`src/rtl/reg_src_pkg.sv`:
```
// Shared datapath constants for the write-back source select.
package reg_src_pkg;
    localparam int   DATA_W       = 8;
    localparam logic REG_SRC_ALU  = 1'b0;
    localparam logic REG_SRC_DMEM = 1'b1;
endpackage

```
`src/rtl/reg_src_if.sv`:
```
// Write-back bus: ALU/DMem data in, selected and registered write data out.
interface reg_src_if
    import reg_src_pkg::*;
#(
    parameter int WIDTH = DATA_W
);
    logic [WIDTH-1:0] from_ALU;
    logic [WIDTH-1:0] from_DMem;
    logic             Reg_src_cntrl;
    logic [WIDTH-1:0] to_reg;
    logic [WIDTH-1:0] to_reg_q;
    logic             src_q;

    modport master (
        output from_ALU, from_DMem, Reg_src_cntrl,
        input  to_reg, to_reg_q, src_q
    );

    modport slave (
        input  from_ALU, from_DMem, Reg_src_cntrl,
        output to_reg, to_reg_q, src_q
    );
endinterface

```
`src/rtl/reg_src.sv`:
```
// Register-file write-back source mux with a registered copy for pipeline/debug.
module reg_src
    import reg_src_pkg::*;
(
    input logic     clk,
    input logic     rst,
    reg_src_if.slave bus
);
    // Only an explicit DMem select picks memory data; reset never touches this path.
    assign bus.to_reg = (bus.Reg_src_cntrl == REG_SRC_DMEM) ? bus.from_DMem : bus.from_ALU;

    always_ff @(posedge clk) begin
        if (rst) begin
            bus.to_reg_q <= '0;
            bus.src_q    <= REG_SRC_ALU;
        end else begin
            bus.to_reg_q <= bus.to_reg;
            bus.src_q    <= bus.Reg_src_cntrl;
        end
    end
endmodule

```
`src/flat_wrapper.sv`:
```
// flat-port wrapper written by rule: the top's interface ports become plain ports
module reg_src_flat import reg_src_pkg::*;
  (clk, rst, bus_from_ALU, bus_from_DMem, bus_Reg_src_cntrl, bus_to_reg, bus_to_reg_q, bus_src_q);
  reg_src_if #(.WIDTH(DATA_W)) bus_i ();
  input logic clk;
  input logic rst;
  input wire logic [$bits(bus_i.from_ALU)-1:0] bus_from_ALU;
  input wire logic [$bits(bus_i.from_DMem)-1:0] bus_from_DMem;
  input wire logic [$bits(bus_i.Reg_src_cntrl)-1:0] bus_Reg_src_cntrl;
  output wire logic [$bits(bus_i.to_reg)-1:0] bus_to_reg;
  output wire logic [$bits(bus_i.to_reg_q)-1:0] bus_to_reg_q;
  output wire logic [$bits(bus_i.src_q)-1:0] bus_src_q;
  assign bus_i.from_ALU = bus_from_ALU;
  assign bus_i.from_DMem = bus_from_DMem;
  assign bus_i.Reg_src_cntrl = bus_Reg_src_cntrl;
  assign bus_to_reg = bus_i.to_reg;
  assign bus_to_reg_q = bus_i.to_reg_q;
  assign bus_src_q = bus_i.src_q;
  reg_src u_core (.clk(clk), .rst(rst), .bus(bus_i));
endmodule
```
`config.mk`:
```
export PLATFORM = sky130hd
export DESIGN_NAME = reg_src_flat
export DESIGN_NICKNAME = d
export VERILOG_FILES = /design/src/rtl/reg_src_pkg.sv /design/src/rtl/reg_src_if.sv /design/src/rtl/reg_src.sv /design/src/flat_wrapper.sv
export SDC_FILE = /design/constraint.sdc
export NUM_CORES = 1
export LEC_CHECK = 0
export BUFFER_PORTS_ARGS = -buffer_cell sky130_fd_sc_hd__buf_4
export CAP_MARGIN = 20
export CORE_AREA = 2 2 39 41
export CTS_CLUSTER_DIAMETER = 150
export DETAILED_ROUTE_END_ITERATION = 10
export DIE_AREA = 0 0 41 43
export GPL_TIMING_DRIVEN = 0
export HOLD_SLACK_MARGIN = 0.1
export PLACE_DENSITY = 0.69
export SLEW_MARGIN = 15
export SYNTH_ARGS = -nofsm -noshare
export SYNTH_HDL_FRONTEND = slang
export SYNTH_SLANG_ARGS = --single-unit
```
`constraint.sdc`:
```
create_clock -name clk -period 0.8 [get_ports clk]
set_input_delay 0.04 -clock clk [delete_from_list [all_inputs] [get_ports clk]]
set_output_delay 0.04 -clock clk [all_outputs]
set_load 0.01 [all_outputs]
```
==> flow_summary.rst, run 1 <==
.. list-table::
   :header-rows: 1

   * - Metric
     - Value
   * - TritonCTS clock tree
     - done
   * - Dominant combinational cell family by area after synthesis
     - multiplexers
   * - Post-synthesis share of cell area spent on xor and xnor gates
     - 0
   * - Final cycle utilization of the critical path
     - 0.895
   * - Fraction of layout instances using a drive strength above 1
     - 0.701
   * - Max_slew headroom
     - 0.925
   * - Startpoint class of the critical path
     - register
   * - Wire length of the first global-routing pass
     - 1120 um
   * - Reported leakage power
     - 0.359 nW
   * - Number of nets in the synthesized netlist
     - 46
   * - Data required time of the critical path
     - between 700 and 800 ps
   * - GRT Overall Usage
     - 0.0948
   * - Flip-flop and latch count after synthesis
     - 9
   * - Synth Area in Simple Gates
     - 0.153
   * - Status
     - finished, final reports clean
   * - Worst Setup End Kind
     - primary output
   * - Total iterations of the first detailed-routing run
     - 3
   * - Number of global-route vias before repair
     - 305
   * - Largest fanout on the critical path
     - 1
   * - Die X-Extent
     - 41 um
   * - Compound-gate portion of the synthesized area
     - 0
   * - Routed vias/inst
     - between 3 and 4
   * - Overall die area
     - 1760 um^2
   * - Count of antenna-violating nets left after detailed routing
     - 0
   * - Most common library cell in the layout ignoring fill and taps
     - sky130_fd_sc_hd__buf_4
   * - Fmax achieved
     - 1400 MHz
   * - Synthesized area per cell
     - 13.6 um^2
   * - Arrival time reported for the critical path endpoint
     - 680 ps
   * - Adder and majority gate portion of the synthesized area
     - 0
   * - Sum of negative setup slack
     - 0 ps
   * - Sequential area share after synthesis
     - 0.490
   * - CTS sink count
     - 9
   * - Max-Cap Viols
     - 0
   * - WS Path Type
     - reg2out
   * - Post-cts sizing count
     - 0
   * - Worst min path class
     - in2reg
   * - Antenna diodes
     - 0
   * - CTS H-Tree Depth
     - 1
   * - Hold Violations, Final
     - 0
   * - DRC viols
     - 0
   * - Reg clk slew, reported paths
     - roughly 60 ps
   * - Count of nets after finishing
     - 87
   * - Series of cell instances along the critical path
     - buf_4
   * - Synth cell types
     - 4
   * - TritonCTS Buffers
     - 3
   * - Total core area
     - 1380 um^2
   * - Tmin final
     - around 700 ps
   * - Via Count
     - 327
   * - Iteration-0 DRC Markers
     - 4
   * - Cell Rows
     - 14
   * - Number of ports placed on the die boundary
     - 36
   * - Power density of the placed cells
     - 1590 nW/um^2
   * - Total detailed-routing wirelength
     - ~740 um
   * - Initial antenna violation count
     - 0
   * - Height of the die
     - between 40 and 50 um
   * - Worst Tran Pin Value
     - ~110 ps
   * - Worst supply voltage drop on vdd
     - 578 uV
   * - Largest delay share family, worst path
     - flip-flops
   * - Synthesized instance count
     - 27
   * - Total of buffers placed on input and output ports
     - 34
   * - Pin count of the biggest net entering global routing
     - 10
   * - Most frequent cells in the layout
     - sky130_fd_sc_hd__buf_4 (34), sky130_fd_sc_hd__nor2b_1 (9), sky130_fd_sc_hd__dfxtp_1 (9)
   * - Routed length per instance
     - 8.95 um
   * - Layout-stage area growth over the synthesis result
     - 87.8%
   * - Yosys Warn Count
     - 0
   * - Count of pins over their slew limit
     - 0
   * - Number of buffer and inverter stages on the critical path
     - 1
   * - Maximum cell stage delay along the critical path
     - 300 ps
   * - Clk Tree Root Cell
     - sky130_fd_sc_hd__clkbuf_4
   * - Proportion of synthesized area in mux cells
     - 0.327
   * - Setup violation total in the final timing report
     - 0
   * - Total grt overflow
     - 0
   * - Initial core utilization
     - 0.266
   * - Unrepaired setup endpoints after global routing
     - no
   * - Library cell contributing the largest single delay on the critical path
     - sky130_fd_sc_hd__dfxtp_1
   * - Synthesized cell area
     - 368 um^2
   * - Post-route total power
     - 1.10 mW
   * - Maximum buffer depth of the clock tree
     - 2
   * - Routability Congestion
     - around 0.6
-- flip-flops by register name (all words and copies together) (netlist names) --
name,cells
u_core.bus.src_q,1
u_core.bus.to_reg_q,8
-- cells by family (layout without fill, tap and decap cells) --
logic type / Yosys count / after routing
DFF: 9 / 9
and+or+nand+nor: 9 / 9
buffers and inverters: 1 / 41
muxes: 8 / 8
-- Yosys cell counts --
cell	instances	share of area
sky130_fd_sc_hd__mux2_4	8	0.33
sky130_fd_sc_hd__dfxtp_1	9	0.49
sky130_fd_sc_hd__nor2b_1	9	0.15
sky130_fd_sc_hd__buf_6	1	0.031
-- stage by stage --
step	area (um^2)	instances	utilization	hold slack [ps]	setup slack (ps)
floorplan	368	27	-	112	71.9
global placement	643	77	0.465	272	66.9
detailed placement	643	77	0.465	272	63.9
CTS	691	83	0.499	133	73.5
global route	691	83	0.499	140	51.4
finish	691	83	0.499	137	84.1
-- tightest hold or removal path: cells and delay by family --
| family | cells | cell delay (ps) |
|---|---|---|
| simple gates | 1 | 100 |
| mux | 1 | 130 |
| buf+inv | 1 | 70 |
-- final timing paths --
kind                                           from                                end  slack, ps  cells past startpoint
setup / recovery  u_core.bus.to_reg_q[3]$_SDFF_PP0_                    bus_to_reg_q[3]         80                      1
hold / removal                      bus_from_ALU[4]  u_core.bus.to_reg_q[4]$_SDFF_PP0_        140                      3
-- per-layer routing --
metal  track usage  wire length (um)
met5             0                 0
met2         0.166               438
met4         0.100                22
met1        0.0847               230
met3             0                52
-- report_power, final --
part           leakage, nW  total (mW)  internal, mW  switching (mW)
combinational        0.266       0.294         0.196          0.0985
sequential          0.0750       0.485         0.478         0.00684
clock               0.0177       0.319         0.183           0.136
-- timing repair --
action                                  4_1_cts  5_1_grt
endpoints found under the setup margin        0        0
setup buffers                                 0        0
hold endpoints to repair                      9        0
hold buffers                                  2        0
-- layout make-up --
cell class	count	area, um^2
Fill cell	143	693
Timing Repair Buffer	36	275
Sequential cell	9	180
Multi-Input combinational cell	17	176
Clock buffer	3	22.5
Tap cell	16	20.0
Buffer	1	11.3
Clock inverter	1	5.00
Note: power is estimated with default switching activity, not from simulation.
==> run 2, diff against run 1 <==
- PLACE_DENSITY: 0.69 -> 0.75
==> run 2 against run 1 <==
- critical path depth did not move
- utilization stayed put
- non-clock buffer count is the same
- global-route usage grew 0.50 points
- total power is 0.65% higher
- cell count stayed put
- design area is the same
- hold slack lost 5.4 ps
- first-iteration DRC count fell by 75%
- critical path type unchanged
- largest power group unchanged
==> flow_summary.rst, run 2 (synthesis results as in run 1) <==
.. list-table::
   :header-rows: 1

   * - Metric
     - Value
   * - Largest fanout on the critical path
     - 1
   * - Reg clk slew, reported paths
     - 60 ps
   * - Worst min path class
     - in2reg
   * - Total of buffers placed on input and output ports
     - 34
   * - Tmin final
     - 724 ps
   * - Layout-stage area growth over the synthesis result
     - 87.8%
   * - Multi-input combinational cell area
     - 176 um^2
   * - TritonCTS clock tree
     - done
   * - Count of pins over their slew limit
     - 0
   * - Clk Tree Root Cell
     - sky130_fd_sc_hd__clkbuf_4
   * - GRT Overall Usage
     - 0.0998
   * - Number of global-route vias before repair
     - 291
   * - Combinational group share of total power
     - 0.265
   * - Routed vias/inst
     - 3.89
   * - Share of power burned in the clock network
     - 0.296
   * - Number of buffer and inverter stages on the critical path
     - 1
   * - Number of ports placed on the die boundary
     - 36
   * - Worst Setup End Kind
     - primary output
   * - Most common library cell in the layout ignoring fill and taps
     - sky130_fd_sc_hd__buf_4
   * - DRC viols
     - 0
   * - Fmax achieved
     - 1380 MHz
   * - Initial antenna violation count
     - 0
   * - Regs by FF count
     - u_core.bus.to_reg_q: 8 flops, u_core.bus.src_q: 1 flops
   * - CTS H-Tree Depth
     - 1
   * - Pre-CTS setup slack
     - 63.7 ps
   * - Data required time of the critical path
     - 760 ps
   * - Count of antenna-violating nets left after detailed routing
     - 0
   * - Reported leakage power
     - 0.359 nW
   * - Max_slew headroom
     - 0.926
   * - Total core area
     - around 1400 um^2
   * - Worst Tran Pin Value
     - 111 ps
   * - TritonCTS Buffers
     - 3
   * - Switching Power
     - 0.249 mW
   * - Via Count
     - 323
   * - Hold Violations, Final
     - 0
   * - Initial core utilization
     - 0.266
   * - Largest register FFs
     - 8
   * - Largest delay share family, worst path
     - flip-flops
   * - Reg with most FFs
     - u_core.bus.to_reg_q
   * - Unrepaired setup endpoints after global routing
     - no
   * - CTS sink count
     - 9
   * - Cell Rows
     - 14
   * - Filler Cells Inserted
     - 127
   * - Total detailed-routing wirelength
     - 750 um
   * - Routability Congestion
     - roughly 0.6
   * - Wire length of the first global-routing pass
     - 1120 um
   * - Height of the die
     - 43 um
   * - Setup violation total in the final timing report
     - 0
   * - Final worst slack
     - approximately 76 ps
   * - Iteration-0 DRC Markers
     - 1
   * - Area taken by flip-flops and latches
     - 180 um^2
   * - Worst supply voltage drop on vdd
     - 412 uV
   * - Die X-Extent
     - 41 um
   * - WS Path Type
     - reg2out
   * - Max-Cap Viols
     - 0
   * - Sum of negative setup slack
     - 0 ps
   * - Antenna diodes
     - 0
   * - Status
     - finished, final reports clean
   * - Library cell contributing the largest single delay on the critical path
     - sky130_fd_sc_hd__dfxtp_1
   * - Routed length per instance
     - 9.04 um
   * - Fraction of layout instances using a drive strength above 1
     - 0.701
   * - Switching Share
     - 0.225
   * - Power density of the placed cells
     - 1600 nW/um^2
   * - Total grt overflow
     - 0
   * - Maximum buffer depth of the clock tree
     - 2
   * - Series of cell instances along the critical path
     - buf_4
   * - Number of setup buffers added after CTS
     - 0
   * - Internal portion of total power
     - roughly 0.86 mW
   * - Count of nets after finishing
     - 87
   * - Arrival time reported for the critical path endpoint
     - a little under 700 ps
   * - Pin count of the biggest net entering global routing
     - 10
   * - Startpoint class of the critical path
     - register
   * - Flop pwr share
     - 0.439
   * - Total iterations of the first detailed-routing run
     - 4
   * - Final cycle utilization of the critical path
     - 0.905
   * - Overall die area
     - ~1800 um^2
   * - Most frequent cells in the layout
     - sky130_fd_sc_hd__buf_4 (34), sky130_fd_sc_hd__nor2b_1 (9), sky130_fd_sc_hd__dfxtp_1 (9)
   * - Maximum cell stage delay along the critical path
     - roughly 300 ps
## run 2: area by class of cell
| class | instances | area share |
|---|---|---|
| clock inverters | 1 | 0.00725 |
| multi-input cells | 17 | 0.255 |
| clock buffers | 3 | 0.0326 |
| repair buffers | 36 | 0.399 |
| well taps | 16 | 0.0290 |
| flip-flops and latches | 9 | 0.261 |
| plain buffers | 1 | 0.0163 |
## run 2: final timing paths
path / slack, ps / end / cells after the start / start
max: 80 / bus_to_reg_q[5] / 1 / u_core.bus.to_reg_q[5]$_SDFF_PP0_
min: 130 / u_core.bus.to_reg_q[0]$_SDFF_PP0_ / 3 / bus_from_DMem[0]
## run 2: metal layers
| metal | vias to the layer above | GRT usage | wire, um |
|---|---|---|---|
| met3 | 2 | 0 | 53 |
| met2 | 14 | 0.153 | 438 |
| met5 | - | 0 | 0 |
| met1 | 139 | 0.0945 | 239 |
| li1 | 168 | - | - |
| met4 | 0 | 0.140 | 19 |
## run 2: power groups by stage
stage	clock network [mW]	logic, mW	registers (mW)
after CTS	0.346	0.298	0.485
after global routing	0.359	0.316	0.487
after global placement	0	0.286	0.495
after detailed placement	0	0.290	0.495
final	0.328	0.293	0.485
after floorplan	0	0.109	0.511
## run 2: repair_timing
item,in CTS,in global routing
resized for setup,0,0
setup endpoints to repair,0,0
hold buffers,2,0
endpoints found under the hold margin,9,0
## run 2: metrics by stage
stage / cells / hold slack, ps / power, mW / util / area (um^2)
after floorplan: 27 / 112 / 0.620 / - / 368
after global placement: 77 / 273 / 0.781 / 0.465 / 643
after detailed placement: 77 / 275 / 0.785 / 0.465 / 643
after CTS: 83 / 124 / 1.13 / 0.499 / 691
after global routing: 83 / 133 / 1.16 / 0.499 / 691
final: 83 / 132 / 1.11 / 0.499 / 691
